--- src/rtl/dm_arbiter.sv ---
// Two-port arbiter in front of the 512x32 data memory: round-robin between the sort engine (E)
// and the debug loader (D), with an engine lock and a bounded debug-starvation escape.
module dm_arbiter #(
    parameter int unsigned AW       = 9,
    parameter int unsigned DW       = 32,
    parameter int unsigned LOCK_MAX = 1024
) (
    input  logic          clk,
    input  logic          rstn,
    input  logic          e_req,
    input  logic          e_we,
    input  logic [AW-1:0] e_addr,
    input  logic [DW-1:0] e_wdata,
    input  logic          e_lock,
    output logic          e_gnt,
    output logic          e_ack,
    output logic [DW-1:0] e_rdata,
    input  logic          d_req,
    input  logic          d_we,
    input  logic [AW-1:0] d_addr,
    input  logic [DW-1:0] d_wdata,
    output logic          d_gnt,
    output logic          d_ack,
    output logic [DW-1:0] d_rdata,
    output logic [AW-1:0] mem_a,
    output logic [DW-1:0] mem_d,
    output logic          mem_we,
    input  logic [DW-1:0] mem_spo,
    output logic [1:0]    owner,
    input  logic          cnt_clr,
    output logic [15:0]   e_wait,
    output logic [15:0]   d_wait,
    output logic          lock_timeout
);

    localparam int unsigned LkW = (LOCK_MAX > 1) ? $clog2(LOCK_MAX) : 1;
    localparam logic [LkW-1:0] LkLast = LkW'((LOCK_MAX == 0) ? 0 : LOCK_MAX - 1);

    typedef enum logic [1:0] {
        StIdle = 2'b00,
        StEng  = 2'b01,
        StDbg  = 2'b10,
        StLock = 2'b11
    } owner_e;

    owner_e         owner_q, owner_d;
    logic           last_d_q;  // 1: D was granted most recently
    logic [LkW-1:0] lk_cnt_q, lk_cnt_d;
    logic           locked, forced;

    always_comb begin
        locked   = (owner_q == StLock) && e_lock;
        forced   = 1'b0;
        e_gnt    = 1'b0;
        d_gnt    = 1'b0;
        owner_d  = StIdle;
        lk_cnt_d = '0;
        // rstn is active-high: no grant may reach the memory during reset
        if (!rstn) begin
            if (locked) begin
                forced = (LOCK_MAX != 0) && d_req && (lk_cnt_q == LkLast);
                d_gnt  = forced;
                e_gnt  = e_req && !forced;
            end else if (e_req && d_req) begin
                e_gnt = last_d_q;
                d_gnt = !last_d_q;
            end else begin
                e_gnt = e_req;
                d_gnt = d_req;
            end
        end
        if (e_gnt) begin
            owner_d = e_lock ? StLock : StEng;
        end else if (d_gnt) begin
            owner_d = forced ? StLock : StDbg;
        end else if (locked) begin
            owner_d = StLock;
        end
        if (locked && d_req && !d_gnt) begin
            lk_cnt_d = lk_cnt_q + 1'b1;
        end
    end

    always_comb begin
        mem_a  = '0;
        mem_d  = '0;
        mem_we = 1'b0;
        if (e_gnt) begin
            mem_a  = e_addr;
            mem_d  = e_wdata;
            mem_we = e_we;
        end else if (d_gnt) begin
            mem_a  = d_addr;
            mem_d  = d_wdata;
            mem_we = d_we;
        end
    end

    assign owner = owner_q;

    always_ff @(posedge clk or posedge rstn) begin
        if (rstn) begin
            owner_q      <= StIdle;
            last_d_q     <= 1'b1;
            lk_cnt_q     <= '0;
            e_ack        <= 1'b0;
            d_ack        <= 1'b0;
            e_rdata      <= '0;
            d_rdata      <= '0;
            e_wait       <= '0;
            d_wait       <= '0;
            lock_timeout <= 1'b0;
        end else begin
            owner_q  <= owner_d;
            lk_cnt_q <= lk_cnt_d;
            e_ack    <= e_gnt;
            d_ack    <= d_gnt;
            if (e_gnt) begin
                last_d_q <= 1'b0;
            end else if (d_gnt) begin
                last_d_q <= 1'b1;
            end
            if (e_gnt && !e_we) begin
                e_rdata <= mem_spo;
            end
            if (d_gnt && !d_we) begin
                d_rdata <= mem_spo;
            end
            if (forced) begin
                lock_timeout <= 1'b1;
            end
            if (cnt_clr) begin
                e_wait <= '0;
            end else if (e_req && !e_gnt && e_wait != 16'hFFFF) begin
                e_wait <= e_wait + 16'd1;
            end
            if (cnt_clr) begin
                d_wait <= '0;
            end else if (d_req && !d_gnt && d_wait != 16'hFFFF) begin
                d_wait <= d_wait + 16'd1;
            end
        end
    end

endmodule

--- config.mk ---
export PLATFORM = sky130hd
export DESIGN_NAME = dm_arbiter
export DESIGN_NICKNAME = d
export VERILOG_FILES = /design/src/rtl/dm_arbiter.sv
export SDC_FILE = /design/constraint.sdc
export NUM_CORES = 1
export LEC_CHECK = 0
export CAP_MARGIN = 20
export CORE_ASPECT_RATIO = 0.7
export CORE_UTILIZATION = 44
export CTS_CLUSTER_SIZE = 16
export DETAILED_ROUTE_END_ITERATION = 8
export GPL_TIMING_DRIVEN = 0
export MAX_ROUTING_LAYER = met4
export PLACE_DENSITY = 0.88
export SETUP_SLACK_MARGIN = 0.02
export SYNTH_ARGS = -nofsm -noshare
export SYNTH_HDL_FRONTEND = slang
export SYNTH_SLANG_ARGS = --single-unit
--- constraint.sdc ---
create_clock -name clk -period 5.7 [get_ports clk]
set_input_delay 1.14 -clock clk [delete_from_list [all_inputs] [get_ports clk]]
set_output_delay 1.14 -clock clk [all_outputs]
set_load 0.1 [all_outputs]
==> results.py, run 1 <==
metrics = {
    "die": {
        "io_pins": 267,
        "die_h_um": 94.3,
        "die_w_um": 134,
        "fp.coreArea_um2": 11800,
        "start_util_pct": 45.6,
        "die_area_um2": 12600,
        "row_count": 33,
    },
    "power_and_ir_drop": {
        "leakage_nw": 4.00,
        "p_per_area_nw_per_um2": 397,
        "peakVddDrop_mv": 0.381,
        "finalPower_mw": 3.43,
    },
    "final_layout": {
        "stdcell_area_um2": 8640,
        "n_fill_cell": 845,
        "final_cells": 893,
        "syn_to_final_growth_pct": 61.3,
        "fin_nets": 855,
        "utilization_pct": 73.5,
        "drive_gt1_share_pct": 15.0,
    },
    "drt": {
        "postRouteAntennaNets": 0,
        "first_iter_violations": 266,
        "met1_length_um": 6880,
        "drc": 0,
        "wl_met2_um": 8840,
        "firstDrtPassIters": 5,
        "routedWlPerCell_um": 19.3,
        "wl_met3_um": 1140,
        "wirelength_um": 17200,
        "vias_per_cell": 5.47,
        "dr_total_vias": 4884,
        "top_layer": "met4",
    },
    "worst_setup_path": {
        "crit_start": "e_lock",
        "critPathRequiredTime_ns": 4.56,
        "r2r_slack_ns": 3.31,
        "cp_common_cell": "clkdlybuf4s50_1",
        "crit_path_start_kind": "input port",
        "reg2regPathDepth": 7,
        "r2r-end": "e_rdata[7]$_DFFE_PP0P_",
        "critPathMaxFanout": 11,
        "reg2reg_from": "lk_cnt_q[0]$_DFF_PP0_",
        "worst-setup-path-type": "in2out",
        "crit_slowest_cell": "clkdlybuf4s50_1",
        "critPathArrivalTime_ns": 4.31,
        "critPathMaxStageDelay_ns": 1.18,
        "worstPathCellList": "clkdlybuf4s50_1 -> nand3_1 -> a31o_2 -> nor3_2 -> buf_2 -> clkdlybuf4s50_1",
        "cp-end-kind": "output pin",
        "crit_path_end": "d_gnt",
    },
    "yosys": {
        "synth_top_family_by_area": "multiplexers",
        "yosysUniqueCellTypes": 47,
        "ys.flop_type": "dfrtp_1",
        "syn-cell-area_um2": 5360,
        "synth-seq-cells": 112,
        "postSynth.asyncResetShare_pct": 100,
        "synth.avg_cell_area_um2": 11.8,
        "yosys.area_share.xor_xnor_pct": 2.61,
        "yosysWarnings": 0,
        "yosysSeqAreaShare_pct": 52.3,
        "synthMuxAreaShare_pct": 14.8,
        "synthSimpleGateAreaFrac_pct": 13.2,
        "synth-adder-area-share_pct": 0.700,
        "synth_compound_area_share_pct": 13.6,
        "syn_inst": 453,
        "synth-edff-count": 0,
        "synth_nets": 578,
    },
    "outcome": {
        "status": "complete, no violations",
    },
    "global_routing": {
        "grt_pass1_wl_um": 26200,
        "antenna_found_initial": 1,
        "track_usage_pct": 27.7,
        "grt_overflow_total": 0,
        "grt_max_degree": 64,
        "grt_pass1_vias": 4891,
    },
    "min_path": {
        "hp-start": "lk_cnt_q[0]$_DFF_PP0_",
        "holdCritPathClass": "reg2reg",
    },
    "timing": {
        "worst_pin_slew_ns": 1.05,
        "finalSetupViolations": 0,
        "report.final.slew_viol_count": 0,
        "hold_violations": 0,
        "finalCriticalPeriod_ns": 5.45,
        "setup_tns_ns": 0,
        "rsz0062_at_grt": "false",
        "period_share_pct": 95.6,
        "slew-limit-headroom_pct": 29.6,
        "max_freq_mhz": 183,
        "fin_skew_ns": 0.0135,
    },
    "clocking": {
        "cts_hold_buffers": 0,
        "cts_setup_buffers": 0,
        "cts_tree": "yes",
        "cts_made_buffers": 9,
        "clk_latency_ns": 0.35,
        "root_buffer": "clkbuf_16",
        "clock_sinks": 112,
        "clkTransAtPathRegs_ns": 0.07,
        "htree_levels": 3,
        "clockBufferDepth": 2,
    },
    "placed_design": {
        "dpl.cell_count": 876,
        "gp_congestion": 0.946,
        "place_area_um2": 8240,
        "hpwlAfterDp_um": 13200,
        "io_buffers": 265,
    },
    "run": {
        "maxCapViolCount": 0,
    },
}
## cell usage in the layout, fill, tap and decap left out, types with 9 or more instances in the layout
cell	instances
a22o_1	42
dlymetal6s2s_1	37
nand4_1	14
nor2_1	30
xnor2_1	9
dfrtp_1	111
o21ai_0	11
nand3_1	12
or3_1	10
nand2_1	18
buf_2	10
or4_1	9
clkbuf_16	9
clkbuf_1	9
mux2_2	64
clkdlybuf4s50_1	228
a21oi_1	16
## state kept, by name, indices dropped and copies added (netlist names)
name	count
e_rdata	32
e_ack	1
d_rdata	32
owner	2
e_wait	16
last_d_q	1
lock_timeout	1
lk_cnt_q	10
d_ack	1
d_wait	16
## critical path: cells and delay by family
| kind | cells | cell delay [ns] |
|---|---|---|
| buf+inv | 3 | 2.04 |
| compound gates | 1 | 0.40 |
| simple gates | 2 | 0.72 |
## cell usage after synthesis, types with 2 or more instances
cell type  count  area [µm²]
and3_1         4        25.0
a211oi_1       2        15.0
inv_1          8        30.0
o211ai_2       2        25.0
o21ai_0       11        55.1
clkbuf_1       9        33.8
a21oi_1       16        80.1
buf_6          2        22.5
xor2_1         7        61.3
nand2b_1       3        18.8
ha_1           3        37.5
a22o_1        42         368
nor2_1        30         113
nor2b_1        7        43.8
o31ai_1        6        45.0
dfrtp_1      111        2780
o211ai_1       2        15.0
nor4_1         3        18.8
and4_1         3        26.3
nor3_1         4        20.0
a21o_1         3        22.5
nand4_1       14        87.6
mux2i_1        3        30.0
xnor2_1        9        78.8
nand3_1       12        60.1
or3_1         10        62.6
or4_1          9        67.6
mux2_1         4        45.0
a2111oi_0      5        43.8
o21ai_1        2        10.0
nand2_1       18        67.6
buf_2         10        50.1
mux2_2        64         721
and4_4         2        22.5
## what timing repair did
item	CTS	global route
endpoints found under the hold margin	0	0
resized for setup	0	37
setup endpoints to repair	0	37
## per-stage QoR
stage	setup WS, ns	hold slack (ns)
6_report	0.249	0.474
2_1_floorplan	0.771	0.433
3_3_place_gp	0.00467	0.444
5_1_grt	0.0172	0.500
3_5_place_dp	0.0942	0.468
4_1_cts	0.0760	0.478
## how the worst min path moves through the flow
stage                       endpoint  slack [ns]  cells past startpoint
2_1_floorplan  lk_cnt_q[0]$_DFF_PP0_        0.43                      1
3_3_place_gp   lk_cnt_q[0]$_DFF_PP0_        0.44                      1
3_5_place_dp   lk_cnt_q[0]$_DFF_PP0_        0.47                      1
4_1_cts        lk_cnt_q[0]$_DFF_PP0_        0.48                      1
5_1_grt        lk_cnt_q[0]$_DFF_PP0_        0.50                      1
6_report       lk_cnt_q[0]$_DFF_PP0_        0.47                      1
## cells by family (layout without fill, tap and decap cells)
logic type | Yosys count | in the layout
compound gates | 95 | 95
mux | 71 | 71
simple gates | 125 | 125
xor+xnor | 16 | 16
fa+ha+maj | 3 | 3
buf+inv | 31 | 313
flops | 112 | 112
other cells | 0 | 1
## layer usage
layer | vias to the layer above | global-route usage [%]
met5 | - | -
met4 | 0 | 7.29
met3 | 23 | 5.05
met2 | 208 | 48.2
met1 | 2408 | 33.3
li1 | 2245 | -
## layout make-up
| cell class | count | area (µm²) | share of cell area (%) |
|---|---|---|---|
| Sequential cell | 112 | 2800 | 32.4 |
| Timing Repair Buffer | 266 | 2770 | 32.1 |
| Multi-Input combinational cell | 310 | 2410 | 27.9 |
| Clock buffer | 11 | 253 | 2.92 |
| Tap cell | 157 | 196 | 2.27 |
| Buffer | 22 | 114 | 1.32 |
| Clock inverter | 5 | 56.3 | 0.651 |
| Inverter | 9 | 36.3 | 0.420 |
| Antenna cell | 1 | 2.50 | 0.0290 |
## where the power goes
part / total, mW / switching, mW / internal, mW / leakage [nW]
Clock: 0.637 / 0.304 / 0.333 / 0.153
Combinational: 1.80 / 1.35 / 0.447 / 2.43
Sequential: 0.999 / 0.0756 / 0.923 / 1.42
Power figures use the tool's default switching activity.
==> inputs of run 2 (changes only) <==
--- a/config.mk
+++ b/config.mk
@@ -6,7 +6,6 @@
 export NUM_CORES = 1
 export LEC_CHECK = 0
 export CAP_MARGIN = 20
-export CORE_ASPECT_RATIO = 0.7
 export CORE_UTILIZATION = 44
 export CTS_CLUSTER_SIZE = 16
 export DETAILED_ROUTE_END_ITERATION = 8
==> run 2 against run 1 <==
Core utilization decreased by 0.35 points. Fmax decreased by 1.4%. Critical path depth increased by 1. Wire length decreased by 0.69%. Power decreased by 0.29%. Cell count decreased by 1.8%. Clock-buffer cell count increased by 1. Cell area decreased by 1.4%. Combinational power about the same. Critical path type unchanged.
==> results.py, run 2 (synthesized netlist as in run 1, its figures left out) <==
metrics = {
    "outcome": {
        "status": "complete, no violations",
    },
    "timing": {
        "timing.hold.ws_ns": 0.462,
        "worst_pin_slew_ns": 1.06,
        "period_share_pct": 97.0,
        "report.final.slew_viol_count": 0,
        "finalSetupViolations": 0,
        "rsz0062_at_grt": "false",
        "finalCriticalPeriod_ns": 5.53,
        "finalWorstSetupSlack_ns": 0.173,
        "fin_skew_ns": 0.00968,
        "hold_violations": 0,
        "max_freq_mhz": 181,
        "slew-limit-headroom_pct": 29.1,
    },
    "drt": {
        "wirelength_um": 17100,
        "dr_total_vias": 4898,
        "firstDrtPassIters": 5,
        "postRouteAntennaNets": 0,
        "drc": 0,
        "vias_per_cell": 5.58,
        "first_iter_violations": 293,
        "routedWlPerCell_um": 19.5,
    },
    "final_layout": {
        "layout_commonest_cell": "clkdlybuf4s50_1",
        "fin_nets": 855,
        "antenna_cells": 0,
        "drive_gt1_share_pct": 14.9,
        "utilization_pct": 73.1,
        "final_cell_mix": "clkdlybuf4s50_1, dfrtp_1, mux2_2, a22o_1, nor2_1",
        "top_regs": "d_rdata: 32 flops, e_rdata: 32 flops",
        "syn_to_final_growth_pct": 59.1,
        "n_fill_cell": 803,
    },
    "die": {
        "die_area_um2": 12600,
        "io_pins": 267,
        "row_count": 39,
        "die_w_um": 112,
        "fp.coreArea_um2": 11700,
        "start_util_pct": 46.0,
        "die_h_um": 112,
    },
    "clocking": {
        "cts_made_buffers": 9,
        "cts_tree": "yes",
        "cts_hold_buffers": 0,
        "clock_sinks": 112,
        "clockBufferDepth": 2,
        "clk_latency_ns": 0.35,
        "root_buffer": "clkbuf_16",
        "clkTransAtPathRegs_ns": 0.07,
        "htree_levels": 3,
    },
    "run": {
        "maxCapViolCount": 0,
    },
    "worst_setup_path": {
        "crit_family": "buffers and inverters",
        "critPathMaxStageDelay_ns": 1.15,
        "critPathMaxFanout": 11,
        "worstPathCellList": "clkdlybuf4s50_1 -> nand3_1 -> a31o_2 -> nor3_2 -> buf_2 -> a22o_1 -> clkdlybuf4s50_1",
        "worst-setup-path-type": "in2out",
        "crit_path_start_kind": "input port",
        "crit_slowest_cell": "clkdlybuf4s50_1",
        "r2r_slack_ns": 3.26,
        "cp-end-kind": "output pin",
        "critPathArrivalTime_ns": 4.39,
        "cp_common_cell": "clkdlybuf4s50_1",
        "worst-path-buf-inv": 3,
        "critPathRequiredTime_ns": 4.56,
    },
    "min_path": {
        "holdCritPathClass": "reg2reg",
    },
    "power_and_ir_drop": {
        "peakVddDrop_mv": 0.454,
        "p_per_area_nw_per_um2": 401,
        "leakage_nw": 3.50,
    },
    "global_routing": {
        "antenna_found_initial": 0,
        "grt_max_degree": 60,
        "grt_pass1_wl_um": 27300,
        "grt_pass1_vias": 5211,
        "grt_overflow_total": 0,
        "track_usage_pct": 28.6,
    },
    "placed_design": {
        "gp_congestion": 0.947,
        "hpwlAfterDp_um": 13100,
        "pre_cts_ws_ns": 0.115,
        "io_buffers": 265,
    },
}
==> run 2: per-stage QoR <==
stage / instances / TNS (ns) / instance area (µm²) / total power [mW]
floorplan: 453 / 0 / 5360 / 2.33
detailed placement: 862 / 0 / 8220 / 2.82
finish: 877 / 0 / 8530 / 3.42
CTS: 877 / 0 / 8510 / 3.44
global placement: 861 / -0.575 / 8190 / 2.78
global route: 877 / 0 / 8530 / 3.53
==> run 2: final cells by class <==
cell class                      instances  area (µm²)  area share (%)
Inverter                                9        36.3           0.426
Clock buffer                           12         267            3.13
Multi-Input combinational cell        310        2410            28.3
Clock inverter                          3        25.0           0.294
Timing Repair Buffer                  266        2690            31.6
Buffer                                 22         114            1.34
Tap cell                              143         179            2.10
Sequential cell                       112        2800            32.9
==> run 2: final timing paths <==
| path | start | end | depth (start not counted) |
|---|---|---|---|
| min in group asynchronous | rstn | d_ack$_DFF_PP0_ | 2 |
| worst min register to register | lk_cnt_q[0]$_DFF_PP0_ | lk_cnt_q[0]$_DFF_PP0_ | 1 |
| worst max register to register | lk_cnt_q[0]$_DFF_PP0_ | e_rdata[7]$_DFFE_PP0P_ | 7 |
| worst min-delay path | lk_cnt_q[0]$_DFF_PP0_ | lk_cnt_q[0]$_DFF_PP0_ | 1 |
| max in group asynchronous | rstn | d_rdata[4]$_DFFE_PP0P_ | 3 |
| worst max-delay path | e_lock | mem_a[6] | 7 |
==> run 2: power by group <==
group	internal (mW)	leakage, nW	switching (mW)
combinational	0.448	1.94	1.35
clock	0.333	0.141	0.287
sequential	0.923	1.42	0.0771
total	1.70	3.50	1.72
==> run 2: metal layers <==
layer  routed length [µm]  track usage, %
met5                    0               -
met4                  307            7.64
met3                 1640            8.86
met2                 8510            48.8
met1                 6630            32.5
==> run 2: repair_timing <==
item / 4_1_cts / 5_1_grt
endpoints found under the hold margin: 0 / 0
setup buffers: 0 / 0
setup endpoints to repair: 0 / 5
resized for setup: 0 / 5
